$ cat src/rtl/snooper_pkg.sv
// Shared definitions for multi_channel_snooper.
// - FSM state encodings (IDLE, MEASURE, REPORT)
// - Report layout: report_words() and per-channel word offsets
// - sat_add(): addition that clips at all-ones of a given width
package snooper_pkg;

  localparam logic [1:0] IDLE    = 2'd0;
  localparam logic [1:0] MEASURE = 2'd1;
  localparam logic [1:0] REPORT  = 2'd2;

  // Per-channel word offsets inside the report, after the leading cycle count.
  localparam int unsigned FLITS        = 0;
  localparam int unsigned PKTS         = 1;
  localparam int unsigned BYTES        = 2;
  localparam int unsigned MAX          = 3;
  localparam int unsigned WORDS_PER_CH = 4;

  function automatic int unsigned report_words(input int unsigned num_ch);
    return 1 + WORDS_PER_CH * num_ch;
  endfunction

  // Returns a + b, clipped to 2**width - 1 (width in 1..64).
  function automatic logic [63:0] sat_add(input logic [63:0] a, input logic [63:0] b,
                                          input int unsigned width);
    logic [64:0] sum;
    logic [64:0] lim;
    sum = {1'b0, a} + {1'b0, b};
    lim = (65'd1 << width) - 65'd1;
    return (sum > lim) ? lim[63:0] : sum[63:0];
  endfunction

endpackage

$ cat src/rtl/multi_channel_snooper_if.sv
// 64-bit AXI-Stream report link of multi_channel_snooper.
// - report_TDATA  : result word
// - report_TKEEP  : byte keep (always all ones)
// - report_TVALID : word valid
// - report_TREADY : consumer ready
// - report_TLAST  : final word of the report
// master = snooper (producer), slave = consumer.
interface multi_channel_snooper_if;
  logic [63:0] report_TDATA;
  logic [7:0]  report_TKEEP;
  logic        report_TVALID;
  logic        report_TREADY;
  logic        report_TLAST;

  modport master (
    output report_TDATA, report_TKEEP, report_TVALID, report_TLAST,
    input  report_TREADY
  );

  modport slave (
    input  report_TDATA, report_TKEEP, report_TVALID, report_TLAST,
    output report_TREADY
  );
endinterface

$ cat src/rtl/keep_popcount.sv
// Combinational population count of a TKEEP vector.
// - i_keep  : keep bits
// - o_count : number of set bits, $clog2(TKEEP_WIDTH)+1 wide
module keep_popcount #(
  parameter int unsigned TKEEP_WIDTH = 64
) (
  input  logic [TKEEP_WIDTH-1:0]         i_keep,
  output logic [$clog2(TKEEP_WIDTH):0]   o_count
);
  localparam int unsigned CNT_W = $clog2(TKEEP_WIDTH) + 1;

  always_comb begin
    o_count = '0;
    for (int i = 0; i < TKEEP_WIDTH; i++) begin
      o_count = o_count + CNT_W'(i_keep[i]);
    end
  end
endmodule

$ cat src/rtl/multi_channel_snooper.sv
// Passive per-channel traffic monitor with windowed statistics and an AXI-Stream report.
// - clk, areset          : clock, synchronous active-high reset
// - mon_TKEEP/TVALID/TREADY/TLAST : tapped links, channel c at slice c
// - measure              : level; high opens the window, low closes it
// - report               : 64-bit report stream (master modport)
// - packet_size(_valid)  : per-channel size strobe of each completed packet
// - busy                 : high while measuring or reporting
module multi_channel_snooper
  import snooper_pkg::*;
#(
  parameter int unsigned TDATA_WIDTH = 512,
  parameter int unsigned TKEEP_WIDTH = TDATA_WIDTH / 8,
  parameter int unsigned NUM_CH      = 4,
  parameter int unsigned COUNT_WIDTH = 64
) (
  input  logic                          clk,
  input  logic                          areset,
  input  logic [NUM_CH*TKEEP_WIDTH-1:0] mon_TKEEP,
  input  logic [NUM_CH-1:0]             mon_TVALID,
  input  logic [NUM_CH-1:0]             mon_TREADY,
  input  logic [NUM_CH-1:0]             mon_TLAST,
  input  logic                          measure,
  multi_channel_snooper_if.master       report,
  output logic [NUM_CH*64-1:0]          packet_size,
  output logic [NUM_CH-1:0]             packet_size_valid,
  output logic                          busy
);
  localparam int unsigned PCW = $clog2(TKEEP_WIDTH) + 1;
  localparam int unsigned RW  = report_words(NUM_CH);
  localparam int unsigned IW  = $clog2(RW);

  logic [1:0]             r_state;
  logic [IW-1:0]          r_idx;
  logic [COUNT_WIDTH-1:0] r_cycles;
  logic [COUNT_WIDTH-1:0] r_flits [NUM_CH];
  logic [COUNT_WIDTH-1:0] r_pkts  [NUM_CH];
  logic [COUNT_WIDTH-1:0] r_bytes [NUM_CH];
  logic [COUNT_WIDTH-1:0] r_max   [NUM_CH];
  logic [63:0]            r_acc   [NUM_CH];
  logic [63:0]            r_psize [NUM_CH];
  logic [NUM_CH-1:0]      r_psize_vld;

  logic [PCW-1:0]         w_pop       [NUM_CH];
  logic [63:0]            w_size      [NUM_CH];
  logic [COUNT_WIDTH-1:0] w_size_clip [NUM_CH];
  logic [NUM_CH-1:0]      w_beat;
  logic [63:0]            w_word;
  logic                   w_last;
  logic                   w_hs;

  for (genvar c = 0; c < NUM_CH; c++) begin : g_ch
    keep_popcount #(
      .TKEEP_WIDTH (TKEEP_WIDTH)
    ) u_pop (
      .i_keep  (mon_TKEEP[c*TKEEP_WIDTH +: TKEEP_WIDTH]),
      .o_count (w_pop[c])
    );
    assign packet_size[c*64 +: 64] = r_psize[c];
  end

  assign w_beat = mon_TVALID & mon_TREADY;

  // Size of the packet including the current beat; the clipped copy feeds the max tracker.
  always_comb begin
    for (int c = 0; c < NUM_CH; c++) begin
      w_size[c]      = sat_add(r_acc[c], 64'(w_pop[c]), 64);
      w_size_clip[c] = COUNT_WIDTH'(sat_add(w_size[c], 64'd0, COUNT_WIDTH));
    end
  end

  always_comb begin
    w_word = 64'(r_cycles);
    for (int c = 0; c < NUM_CH; c++) begin
      if (r_idx == IW'(1 + WORDS_PER_CH * c + FLITS)) w_word = 64'(r_flits[c]);
      if (r_idx == IW'(1 + WORDS_PER_CH * c + PKTS))  w_word = 64'(r_pkts[c]);
      if (r_idx == IW'(1 + WORDS_PER_CH * c + BYTES)) w_word = 64'(r_bytes[c]);
      if (r_idx == IW'(1 + WORDS_PER_CH * c + MAX))   w_word = 64'(r_max[c]);
    end
  end

  assign w_last               = (r_idx == IW'(RW - 1));
  assign w_hs                 = (r_state == REPORT) && report.report_TREADY;
  assign report.report_TVALID = (r_state == REPORT);
  assign report.report_TDATA  = (r_state == REPORT) ? w_word : 64'd0;
  assign report.report_TLAST  = (r_state == REPORT) && w_last;
  assign report.report_TKEEP  = 8'hFF;
  assign packet_size_valid    = r_psize_vld;
  assign busy                 = (r_state != IDLE);

  always_ff @(posedge clk) begin
    if (areset) begin
      r_state  <= IDLE;
      r_idx    <= '0;
      r_cycles <= '0;
    end else begin
      case (r_state)
        IDLE: begin
          r_idx    <= '0;
          r_cycles <= '0;
          if (measure) r_state <= MEASURE;
        end
        MEASURE: begin
          r_cycles <= COUNT_WIDTH'(sat_add(64'(r_cycles), 64'd1, COUNT_WIDTH));
          if (!measure) r_state <= REPORT;
        end
        REPORT: begin
          if (w_hs) begin
            if (w_last) begin
              r_idx   <= '0;
              r_state <= IDLE;
            end else begin
              r_idx <= r_idx + IW'(1);
            end
          end
        end
        default: r_state <= IDLE;
      endcase
    end
  end

  // Counters are frozen during REPORT so the report words stay stable under backpressure.
  always_ff @(posedge clk) begin
    if (areset) begin
      r_psize_vld <= '0;
      for (int c = 0; c < NUM_CH; c++) begin
        r_flits[c] <= '0;
        r_pkts[c]  <= '0;
        r_bytes[c] <= '0;
        r_max[c]   <= '0;
        r_acc[c]   <= '0;
        r_psize[c] <= '0;
      end
    end else begin
      r_psize_vld <= '0;
      for (int c = 0; c < NUM_CH; c++) begin
        if (r_state == IDLE) begin
          r_flits[c] <= '0;
          r_pkts[c]  <= '0;
          r_bytes[c] <= '0;
          r_max[c]   <= '0;
          r_acc[c]   <= '0;
        end else if ((r_state == MEASURE) && w_beat[c]) begin
          r_flits[c] <= COUNT_WIDTH'(sat_add(64'(r_flits[c]), 64'd1, COUNT_WIDTH));
          r_bytes[c] <= COUNT_WIDTH'(sat_add(64'(r_bytes[c]), 64'(w_pop[c]), COUNT_WIDTH));
          if (mon_TLAST[c]) begin
            r_pkts[c]      <= COUNT_WIDTH'(sat_add(64'(r_pkts[c]), 64'd1, COUNT_WIDTH));
            r_max[c]       <= (w_size_clip[c] > r_max[c]) ? w_size_clip[c] : r_max[c];
            r_acc[c]       <= '0;
            r_psize[c]     <= w_size[c];
            r_psize_vld[c] <= 1'b1;
          end else begin
            r_acc[c] <= w_size[c];
          end
        end
      end
    end
  end

endmodule

$ cat src/flat_wrapper.sv
// flat-port wrapper written by rule: the top's interface ports become plain ports
module multi_channel_snooper_flat import snooper_pkg::*;
#(
  parameter int unsigned TDATA_WIDTH = 512,
  parameter int unsigned TKEEP_WIDTH = TDATA_WIDTH / 8,
  parameter int unsigned NUM_CH      = 4,
  parameter int unsigned COUNT_WIDTH = 64
)
  (clk, areset, mon_TKEEP, mon_TVALID, mon_TREADY, mon_TLAST, measure, packet_size, packet_size_valid, busy, report_report_TDATA, report_report_TKEEP, report_report_TVALID, report_report_TLAST, report_report_TREADY);
  multi_channel_snooper_if report_i ();
  input  logic clk;
  input  logic areset;
  input  logic [NUM_CH*TKEEP_WIDTH-1:0] mon_TKEEP;
  input  logic [NUM_CH-1:0] mon_TVALID;
  input  logic [NUM_CH-1:0] mon_TREADY;
  input  logic [NUM_CH-1:0] mon_TLAST;
  input  logic measure;
  output logic [NUM_CH*64-1:0] packet_size;
  output logic [NUM_CH-1:0] packet_size_valid;
  output logic busy;
  output wire logic [$bits(report_i.report_TDATA)-1:0] report_report_TDATA;
  output wire logic [$bits(report_i.report_TKEEP)-1:0] report_report_TKEEP;
  output wire logic [$bits(report_i.report_TVALID)-1:0] report_report_TVALID;
  output wire logic [$bits(report_i.report_TLAST)-1:0] report_report_TLAST;
  input wire logic [$bits(report_i.report_TREADY)-1:0] report_report_TREADY;
  assign report_report_TDATA = report_i.report_TDATA;
  assign report_report_TKEEP = report_i.report_TKEEP;
  assign report_report_TVALID = report_i.report_TVALID;
  assign report_report_TLAST = report_i.report_TLAST;
  assign report_i.report_TREADY = report_report_TREADY;
  multi_channel_snooper #(.TDATA_WIDTH(TDATA_WIDTH), .TKEEP_WIDTH(TKEEP_WIDTH), .NUM_CH(NUM_CH), .COUNT_WIDTH(COUNT_WIDTH)) u_core (.clk(clk), .areset(areset), .mon_TKEEP(mon_TKEEP), .mon_TVALID(mon_TVALID), .mon_TREADY(mon_TREADY), .mon_TLAST(mon_TLAST), .measure(measure), .report(report_i), .packet_size(packet_size), .packet_size_valid(packet_size_valid), .busy(busy));
endmodule
$ cat config.mk
export PLATFORM = sky130hd
export DESIGN_NAME = multi_channel_snooper_flat
export DESIGN_NICKNAME = d
export VERILOG_FILES = /design/src/rtl/snooper_pkg.sv /design/src/rtl/multi_channel_snooper_if.sv /design/src/rtl/keep_popcount.sv /design/src/rtl/multi_channel_snooper.sv /design/src/flat_wrapper.sv
export SDC_FILE = /design/constraint.sdc
export NUM_CORES = 2
export LEC_CHECK = 0
export CORE_MARGIN = 2
export CORE_UTILIZATION = 55
export DETAILED_ROUTE_END_ITERATION = 8
export PLACE_DENSITY_LB_ADDON = 0.15
export SYNTH_ARGS = -nofsm -noshare
export SYNTH_HDL_FRONTEND = slang
export SYNTH_SLANG_ARGS = --single-unit
export TNS_END_PERCENT = 5
$ cat constraint.sdc
create_clock -name clk -period 34 [get_ports clk]
set_input_delay 5.1 -clock clk [delete_from_list [all_inputs] [get_ports clk]]
set_output_delay 5.1 -clock clk [all_outputs]
set_load 0.02 [all_outputs]
==> results.cfg <==
[timing]
relSlewSlack = 0.05891
fin_skew_ns = 0.02938
tns_ns = 0
max_freq_ghz = 0.05950
finalHoldViolations = 0
worst_slew_pin_slew_ns = 1.397
fin_crit_ns = 16.81
holdWs_ns = 0.5002
fin_crit_sh = 0.4943
slew_violations = 0
rsz0062_at_grt = no
setup-violations-final = 0

[floorplanning]
die_area_um2 = 195500
fp.coreArea_um2 = 190400
start_util = 0.5546
fp.dieW_um = 442.2
rows = 160
io-pin-count = 607
fp.dieH_um = 442.2

[global_routing]
overflow = 0
met1_usage = 0.5085
grt_max_degree = 85
grt_pass1_vias = 86040
grt_util_met2 = 0.5492
grt_use_met3 = 0.1023
top_usage_layer = met2
grt_pass1_wl_mm = 553.8
antenna_found_initial = 29
grt_usage = 0.3734

[cts]
clock_sinks = 1611
numCtsBuffers = 179
clkLatencyLatePin_ns = 0.85
cts_setup_buffers = 0
clock_path_buffers = 3
hold_buffers = 0
cts_resized = 0
clockRootBuffer = clkbuf_16
path_clk_slew_ns = 0.07
cts_tree = yes
h-tree-depth = 4

[flow_run]
drv_cap = 0

[synthesis]
synth.area.top_cells = edfxtp_1 (44%), ha_1 (4.7%), a21oi_1 (4.3%)
synth_edf_count = 1536
synthesis.area_um2 = 105600
async_reset_ff_frac = 0
synth.distinct_cells = 85
ys_seq_area_frac = 0.4510
yosys_warnings = 0
synth_top_area_frac = 0.4368
synth-seq-cells = 1611
synth_area_per_cell_um2 = 9.480
yosysMostFrequentCell = edfxtp_1
yosys.area.top_type = edfxtp_1
synthTopCellsByCount = edfxtp_1 (1536), nor2_1 (1067), inv_1 (1013)
dominantRegCellSynth = edfxtp_1
synth_cells = 11140

[drt]
dr.pass1.iters = 9
totalWireLength_mm = 376.5
wire_per_inst_um = 26.63
viasPerCell = 6.488
initialDrtViolationCount = 13060
route.detailed.drc = 11
drtAntennaViolNets = 0
via_count = 91730

[worst_setup_path]
cp_slowest_stage_delay_ns = 0.75
cp_common_cell = fa_1
required_ns = 34.47
path_buf_inv = 10
cp_max_fo = 44
start_kind = primary input
critPathKind = primary input to flop
endpoint_kind = flop
cp_slowest_cell = o21ai_0
arrival_ns = 17.27
critical-path-top-delay-family = adder cells

[placement]
post-place-cells = 13790
dpl.hpwl_mm = 281.1
numPortBuffers = 598
post_dp_cell_area_um2 = 113900
gp_congestion = 1.046

[outcome]
status = finished, violations left
violations = design-rule violations

[finish]
fin_nets = 12350
drive_above_1_share = 0.04977
layoutNonFillerInstCount = 14140
area_growth_pct = 13.68
postLayoutCellArea_um2 = 120000

[power_and_ir_drop]
p_per_area_nw_per_um2 = 109.3
p_leak_nw = 45.17
power.total_mw = 13.12
ir_drop_uv = 359.9

[min_path]
hold_class = flop to flop
==> power by group <==
group	total, mW	switching [mW]	internal, mW
sequential	2.46	0.148	2.31
clock	2.08	0.881	1.20
combinational	8.58	4.95	3.63
total	13.1	5.98	7.14
==> tightest hold or removal path, delay by kind of cell, from the launching register on <==
kind | cells | cell delay [ns]
AO/OA/AOI/OAI | 1 | 0.05
flip-flops | 1 | 0.34
AND/OR/NAND/NOR | 1 | 0.06
==> metal layers <==
layer	up-vias	share of wire
met4	12	0.054
met3	863	0.12
met1	44630	0.39
met5	-	0.00020
met2	5576	0.43
li1	40650	-
==> flip-flops by register name (all words and copies together) (netlist names) <==
register,count
u_core.packet_size_valid,4
u_core.r_acc,256
u_core.r_bytes,256
u_core.r_cycles,64
u_core.r_flits,256
u_core.r_idx,5
u_core.r_max,256
u_core.r_pkts,256
u_core.r_psize,256
u_core.r_state,2
==> final cells by class <==
type,count,area [um2]
fill,15710,70340
multi-input combinational,7905,52200
sequential,1611,47630
timing repair buffer,746,7092
clock buffer,209,4717
inverter,1015,3810
tap,2511,3142
clock inverter,127,1411
antenna,15,37.54
==> cell families (layout without fill, tap and decap cells) <==
| logic type | after synthesis | after routing | synth area share |
|---|---|---|---|
| and+or+nand+nor | 3674 | 3674 | 0.1709 |
| AOI/OAI and AO/OA | 2596 | 2596 | 0.1449 |
| buffers and inverters | 1629 | 2097 | 0.05889 |
| DFF | 1611 | 1611 | 0.4510 |
| xor gates and xnor gates | 901 | 901 | 0.07473 |
| adders and majority gates | 619 | 619 | 0.08927 |
| muxes | 107 | 107 | 0.01018 |
| other | 1 | 23 | 0.00003551 |
==> path summary, 6_finish.rpt <==
path                                    startpoint                           endpoint  slack (ns)  depth (start not counted)
setup / recovery                    mon_TKEEP[245]   u_core.r_max[3][5]$_SDFFCE_PN0P_       17.19                         40
hold / removal    u_core.r_cycles[53]$_SDFFE_PP0P_   u_core.r_cycles[53]$_SDFFE_PP0P_        0.50                          2
setup reg to reg  u_core.r_acc[2][0]$_SDFFCE_PN0P_  u_core.r_max[2][57]$_SDFFCE_PN0P_       26.52                         20
hold reg to reg   u_core.r_cycles[53]$_SDFFE_PP0P_   u_core.r_cycles[53]$_SDFFE_PP0P_        0.50                          2
==> layout by cell type (no fill, tap or decap), types with 60 or more instances in the layout <==
cell type,synthesis,final
o22ai_1,62,62
buf_4,9,148
and4_1,79,79
mux2i_1,104,104
nor3_1,240,237
nor4_1,122,120
a211oi_1,158,158
inv_1,1013,1013
clkdlybuf4s50_1,0,597
fa_1,224,224
nand2_1,775,769
a31oi_1,66,65
xnor2_1,426,426
dfxtp_1,75,74
o21a_1,60,60
a21oi_1,917,914
nor2b_1,65,65
o21ai_0,827,826
o211ai_1,64,64
edfxtp_1,1536,1536
xor2_1,475,475
and3_1,223,223
nor2_1,1067,1053
nand4_1,292,292
ha_1,395,394
a21o_1,109,108
clkbuf_16,0,183
nand3_1,466,458
==> per-stage QoR <==
| stage | util | setup slack, ns |
|---|---|---|
| 2_1_floorplan | - | 16.40 |
| 3_3_place_gp | 0.5981 | 16.65 |
| 3_5_place_dp | 0.5981 | 16.34 |
| 4_1_cts | 0.6303 | 17.20 |
| 5_1_grt | 0.6304 | 16.53 |
| 6_report | 0.6305 | 17.19 |
Note: power is estimated with default switching activity, not from simulation.
